<file path="src/rtl/aes_sbox_rom.sv">
// Registered AES forward S-box lookup (FIPS-197 SubBytes), one cycle latency.
// Optional `SBOX_PARITY_EN adds parity_o, the registered parity of the looked-up entry.
module aes_sbox_rom #(
    parameter int width_p = 8
) (
    input  logic               clk_i,
    input  logic               reset_i,
    input  logic               v_i,
    input  logic [width_p-1:0] rom_addr,
    output logic [width_p-1:0] data_o,
`ifdef SBOX_PARITY_EN
    output logic               parity_o,
`endif
    output logic               v_o
);

    if (width_p != 8) begin : g_bad_width
        $error("aes_sbox_rom: width_p must be 8");
    end

    localparam logic [7:0] SBOX [256] = '{
        8'h63, 8'h7c, 8'h77, 8'h7b, 8'hf2, 8'h6b, 8'h6f, 8'hc5, 8'h30, 8'h01, 8'h67, 8'h2b, 8'hfe, 8'hd7, 8'hab, 8'h76,
        8'hca, 8'h82, 8'hc9, 8'h7d, 8'hfa, 8'h59, 8'h47, 8'hf0, 8'had, 8'hd4, 8'ha2, 8'haf, 8'h9c, 8'ha4, 8'h72, 8'hc0,
        8'hb7, 8'hfd, 8'h93, 8'h26, 8'h36, 8'h3f, 8'hf7, 8'hcc, 8'h34, 8'ha5, 8'he5, 8'hf1, 8'h71, 8'hd8, 8'h31, 8'h15,
        8'h04, 8'hc7, 8'h23, 8'hc3, 8'h18, 8'h96, 8'h05, 8'h9a, 8'h07, 8'h12, 8'h80, 8'he2, 8'heb, 8'h27, 8'hb2, 8'h75,
        8'h09, 8'h83, 8'h2c, 8'h1a, 8'h1b, 8'h6e, 8'h5a, 8'ha0, 8'h52, 8'h3b, 8'hd6, 8'hb3, 8'h29, 8'he3, 8'h2f, 8'h84,
        8'h53, 8'hd1, 8'h00, 8'hed, 8'h20, 8'hfc, 8'hb1, 8'h5b, 8'h6a, 8'hcb, 8'hbe, 8'h39, 8'h4a, 8'h4c, 8'h58, 8'hcf,
        8'hd0, 8'hef, 8'haa, 8'hfb, 8'h43, 8'h4d, 8'h33, 8'h85, 8'h45, 8'hf9, 8'h02, 8'h7f, 8'h50, 8'h3c, 8'h9f, 8'ha8,
        8'h51, 8'ha3, 8'h40, 8'h8f, 8'h92, 8'h9d, 8'h38, 8'hf5, 8'hbc, 8'hb6, 8'hda, 8'h21, 8'h10, 8'hff, 8'hf3, 8'hd2,
        8'hcd, 8'h0c, 8'h13, 8'hec, 8'h5f, 8'h97, 8'h44, 8'h17, 8'hc4, 8'ha7, 8'h7e, 8'h3d, 8'h64, 8'h5d, 8'h19, 8'h73,
        8'h60, 8'h81, 8'h4f, 8'hdc, 8'h22, 8'h2a, 8'h90, 8'h88, 8'h46, 8'hee, 8'hb8, 8'h14, 8'hde, 8'h5e, 8'h0b, 8'hdb,
        8'he0, 8'h32, 8'h3a, 8'h0a, 8'h49, 8'h06, 8'h24, 8'h5c, 8'hc2, 8'hd3, 8'hac, 8'h62, 8'h91, 8'h95, 8'he4, 8'h79,
        8'he7, 8'hc8, 8'h37, 8'h6d, 8'h8d, 8'hd5, 8'h4e, 8'ha9, 8'h6c, 8'h56, 8'hf4, 8'hea, 8'h65, 8'h7a, 8'hae, 8'h08,
        8'hba, 8'h78, 8'h25, 8'h2e, 8'h1c, 8'ha6, 8'hb4, 8'hc6, 8'he8, 8'hdd, 8'h74, 8'h1f, 8'h4b, 8'hbd, 8'h8b, 8'h8a,
        8'h70, 8'h3e, 8'hb5, 8'h66, 8'h48, 8'h03, 8'hf6, 8'h0e, 8'h61, 8'h35, 8'h57, 8'hb9, 8'h86, 8'hc1, 8'h1d, 8'h9e,
        8'he1, 8'hf8, 8'h98, 8'h11, 8'h69, 8'hd9, 8'h8e, 8'h94, 8'h9b, 8'h1e, 8'h87, 8'he9, 8'hce, 8'h55, 8'h28, 8'hdf,
        8'h8c, 8'ha1, 8'h89, 8'h0d, 8'hbf, 8'he6, 8'h42, 8'h68, 8'h41, 8'h99, 8'h2d, 8'h0f, 8'hb0, 8'h54, 8'hbb, 8'h16
    };

    logic [7:0] data_d, data_q;
    logic       v_d, v_q;

    // data_o holds across idle cycles; only the valid flag tracks v_i every edge.
    always_comb begin
        v_d    = v_i;
        data_d = data_q;
        if (v_i) begin
            data_d = SBOX[rom_addr[7:0]];
        end
    end

    always_ff @(posedge clk_i or posedge reset_i) begin
        if (reset_i) begin
            data_q <= 8'h00;
            v_q    <= 1'b0;
        end else begin
            data_q <= data_d;
            v_q    <= v_d;
        end
    end

    assign data_o = data_q;
    assign v_o    = v_q;

`ifdef SBOX_PARITY_EN
    // Parity comes from the table entry itself, so a flipped data_q bit shows as a mismatch.
    logic parity_d, parity_q;

    always_comb begin
        parity_d = parity_q;
        if (v_i) begin
            parity_d = ^SBOX[rom_addr[7:0]];
        end
    end

    always_ff @(posedge clk_i or posedge reset_i) begin
        if (reset_i) begin
            parity_q <= 1'b0;
        end else begin
            parity_q <= parity_d;
        end
    end

    assign parity_o = parity_q;
`endif

endmodule

</file>
<file path="config.mk">
export PLATFORM = sky130hd
export DESIGN_NAME = aes_sbox_rom
export DESIGN_NICKNAME = d
export VERILOG_FILES = /design/src/rtl/aes_sbox_rom.sv
export SDC_FILE = /design/constraint.sdc
export NUM_CORES = 1
export LEC_CHECK = 0
export CORE_MARGIN = 5
export CORE_UTILIZATION = 45
export CTS_BUF_LIST = sky130_fd_sc_hd__clkbuf_8
export DETAILED_ROUTE_END_ITERATION = 16
export GPL_ROUTABILITY_DRIVEN = 0
export MAX_ROUTING_LAYER = met4
export PLACE_DENSITY_LB_ADDON = 0.2
export SLEW_MARGIN = 20
export SYNTH_ARGS = -nofsm -noshare
export SYNTH_HDL_FRONTEND = slang
export SYNTH_SLANG_ARGS = --single-unit
</file>
<file path="constraint.sdc">
create_clock -name clk_i -period 1.3 [get_ports clk_i]
set_input_delay 0.26 -clock clk_i [delete_from_list [all_inputs] [get_ports clk_i]]
set_output_delay 0.26 -clock clk_i [all_outputs]
set_load 0.05 [all_outputs]
</file>
# ---- Word level (Yosys, flattened, before mapping)
# Memory sizes are Yosys's and may differ from the RTL's. A register that Yosys moved wholly into a read port is not among the register bits.
# Index checks and enable logic that the tools add are counted.
dict set report word_totals {
  n_memories 1
  rom_bits 2048
  regBits 1
  out_inout_bits 9
  elab_cells 3
  in_bits 11
}
dict set report op_classes {
  bitwise_logic 1
}
# name depth width rd rd_ports_with_merged_regs wr line_no
set memory_table {}
lappend memory_table {{(no name shown)} 256 8 1 1 0 48} ;# data_d = SBOX[rom_addr[7:0]];
# op count
set ops {}
lappend ops {{NOT 8 -> 9 bit} 1}

# ---- Logic depth before layout (Yosys ltp)
# Gate-level depths: netlist of run 1.
dict set report depth {
  ltp_word 1
  depth_mapped 11
  ltp_nobuf 8
}

# ---- Worst setup path after synthesis of run 1
# No wires, ideal clock.
dict set report synth_path {
  path_type {input -> register}
  startpoint {input rom_addr[1]}
  endpoint {register data_q[7] (netlist: data_o[7])}
  setup_time_ps 126
  t_arrival_ps 2263
  n_path_buf 2
  cell_stages 10
  required_ps 1174
  setup_slack_ps -1089
  cell_sequence {buf_4 > inv_1 > ha_1 > buf_2 > mux4_2 > nor2_1 > a31oi_1 > a221oi_1 > nor4_1 > a221o_1}
}
dict set report synth_via {
  elab_chain_len 1
}
# item line_no
set synth_rtl {}
lappend synth_rtl {{start: declaration} 9} ;# input logic [width_p-1:0] rom_addr,
lappend synth_rtl {{NOT 8 -> 9 bit (not written as such)} 48}
lappend synth_rtl {{end: declaration} 40} ;# logic [7:0] data_d, data_q;
# Every way passes these cells.

# ---- Final worst setup path of run 1
dict set report layout_path {
  startpoint {input rom_addr[2]}
  endpoint {register data_q[7] (netlist: data_o[7])}
}
# The elaborated chain is that of the path after synthesis.

==> results by group, run 1 <==
Global route
  • Initial antenna violation count: 0
  • Largest net degree at the start of global routing: 34
  • Number of global-route vias before repair: 5557
  • Gr ovfl total: 0
  • Tot GR Track Use: 0.399
  • Global-route wire length before repair: ~30000 um

Floorplan
  • Row Count: 32
  • Die Ht: 100 um
  • IO Pins: 20
  • Chip width: 100 um
  • Core ar.: 7810 um^2
  • Die area: 10000 um^2
  • Starting density of the core: 0.469

Routing
  • First-pass DRT Iterations: 11
  • Drt drc: 0
  • Vias per cell: 7.36
  • Number of DRC markers in iteration 0: 1417
  • Via Count: 5983
  • WL per Instance: 25.1 um
  • Antenna Nets Post-Route: 0
  • Drt total wl: 20400 um

Logic synthesis
  • Syn Std Cell Area: 3660 um^2
  • Ranking of synthesized cells by area: a21oi_1, dfrtp_1, nand2_1
  • Register area share after synthesis: 0.0615
  • Top cell type's share of synthesized area: 0.0738
  • Yosys reg bits: 9
  • Syn Nets: slightly below 600
  • Largest area contributor in the netlist: a21oi_1
  • Synth Flop Type: dfrtp_1
  • Syn Inst Count: between 500 and 600
  • Synth cell types: 77
  • Post-synth EDFFs: 0
  • Syn Area/Cell: 6.62 um^2
  • Synth Warn #: 0
  • Asr flop ratio synth: 1.00

STA
  • RSZ-0062 raised after global routing: true
  • Final setup violation count: 8
  • Slew Limit Fails: 0
  • Fin crit period: about 2.0 ns
  • Relative slew slack: 0.626
  • Max Clk Rate: 489 MHz
  • Setup WS post-layout: -0.745 ns
  • Endpoints failing hold: 0
  • Clk_skew: 0 ns
  • Final period utilization: 1.57
  • Hold slack: 0.301 ns
  • Worst slew pin tran: 0.560 ns

Worst setup path
  • R2r setup slk: approximately 0.04 ns
  • Critical path's slowest cell: o21ai_0
  • Crit path cell chain: buf_4 -> buf_4 -> nor2b_1 -> o21ai_0 -> a21boi_0 -> o21ai_0 -> o21ai_0 -> a221o_1
  • Crit Path Class: in -> reg
  • Worst Setup Start Kind: primary input
  • R2r endpoint: data_o[0]
  • Worst path max stage delay: 0.33 ns
  • Crit path launch: rom_addr[2]
  • Crit-path max FO: 17
  • Worst EP required: roughly 1.4 ns
  • Most common cell on crit path: o21ai_0
  • Worst Setup End Kind: register
  • Worst R2R Start: data_o[0]
  • CP arrival: between 2 and 2.5 ns
  • R2R depth: 4

Placement
  • Pre-CTS setup slack: -1.66 ns
  • DP Area: 5200 um^2
  • Count of input and output buffers: 19
  • Final HPWL DP: 14600 um

Final layout
  • Most common cell after layout, fill and taps aside: buf_4
  • Util after Layout: 0.742
  • Antenna cells: 0
  • Most frequent cells in the layout: buf_4, nand2_1, a21oi_1, nor2_1, o21ai_0
  • Fin area: 5790 um^2
  • Layout cells sized above 1: 0.425
  • Fin nets: 738
  • Area Growth Syn to Fin: 58.3%

Status
  • Failing checks: negative setup slack
  • Status: complete, but fails checks

Power
  • Pleak: 0.00241 uW
  • Psw: 1620 uW
  • Int Power: 1700 uW
  • Gate power share: 0.786
  • Switching Share: 0.488
  • Total Power: 3320 uW
  • PwrDens: approximately 570 nW/um^2
  • Clock share of power: 0.102
  • Reg power frac: 0.113
  • Worst vdd ir: 304 uV

CTS
  • Htree depth: 1
  • Worst-skew pair later-pin latency: 0.24 ns
  • Total clock buffers created by CTS: 3
  • Deepest clock path buffer count: 2
  • CTS sink count: 9
  • Clk root buf: clkbuf_8
  • Clock-pin slew on the worst setup and hold paths: around 0.050 ns
  • CTS tree: built

Hold path
  • HP Class: in -> async

Job
  • Max-cap violation count: 0
## routing by layer
metal,vias up,global-route usage,part of all wire
met5,-,-,0
li1,2432,-,-
met4,0,0.224,0.10
met3,230,0.110,0.15
met1,2644,0.500,0.34
met2,677,0.576,0.41
## state kept, by name (all words and copies together) (netlist names)
signal and count:
data_o 8, v_o 1
## metrics by stage
stage / TNS (ns) / std cells
floorplan: -5.90 / 553
global placement: -11.08 / 800
detailed placement: -11.29 / 800
CTS: -4.54 / 809
global route: -5.40 / 813
finish: -5.08 / 813
## cells in the mapped netlist, drive strengths merged (3+ instances only)
library cell	number
nor2b	16
o311ai	10
a41oi	4
inv	11
nor4	8
a22oi	4
nor3	15
o2111ai	3
a211o	5
a221oi	4
a31oi	14
mux4	6
o21ai	41
o211ai	16
a21oi	55
and2	5
a211oi	10
mux2i	3
clkbuf	18
nand3	16
nand2b	27
or2	7
a21o	5
buf	46
a2111oi	5
a311o	5
nor2	41
and3	4
dfrtp	9
o21bai	3
o22ai	8
a311oi	9
nand4	10
ha	15
o31ai	9
nand2	54
## worst max-delay path, delay by kind of cell
family	cells	cell delay, ns
compound gates	5	1.19
simple gates	1	0.28
buf+inv	2	0.41
## power groups by stage
stage | registers, uW | clock network (uW) | logic, uW
6_report | 374 | 338 | 2610
5_1_grt | 376 | 360 | 2700
4_1_cts | 374 | 330 | 2330
3_5_place_dp | 378 | 0 | 2200
3_3_place_gp | 377 | 0 | 2170
2_1_floorplan | 502 | 0 | 1030
## kinds of logic (layout without fill, tap and decap cells)
kind of cell / after synthesis / in the layout / share of synthesized area
buf+inv: 76 / 234 / 0.115
fa+ha+maj: 15 / 15 / 0.0513
compound gates: 229 / 229 / 0.425
simple gates: 210 / 210 / 0.289
mux: 11 / 11 / 0.0513
xor+xnor: 3 / 3 / 0.00718
flops: 9 / 9 / 0.0615
## area by class of cell
| type | count | area (um^2) |
|---|---|---|
| Clock buffer | 3 | 41.3 |
| Clock inverter | 1 | 3.75 |
| Fill cell | 561 | 2010 |
| Inverter | 12 | 53.8 |
| Multi-Input combinational cell | 468 | 3470 |
| Sequential cell | 9 | 225 |
| Tap cell | 102 | 128 |
| Timing Repair Buffer | 218 | 1880 |
## worst max-delay path by stage
stage,end,slack [ns],cells past startpoint
after floorplan,data_o[7],-0.94,10
after global placement,data_o[0],-1.66,9
after detailed placement,data_o[0],-1.66,9
after CTS,data_o[7],-0.63,9
after global routing,data_o[7],-0.79,11
final,data_o[7],-0.75,8
## what timing repair did
item,CTS,global route
gates resized for setup,66,52
setup buffers,5,4
pin swaps,15,31
setup endpoints to repair,8,8
hold buffers,0,0
No activity file was read; power rests on OpenSTA's default activity.
==> inputs of run 2 (changes only) <==
CTS_CLUSTER_DIAMETER = 200   (was not set)
==> results of run 2 <==
Same layout as run 1: the final DEF is identical, and so are final timing and power.
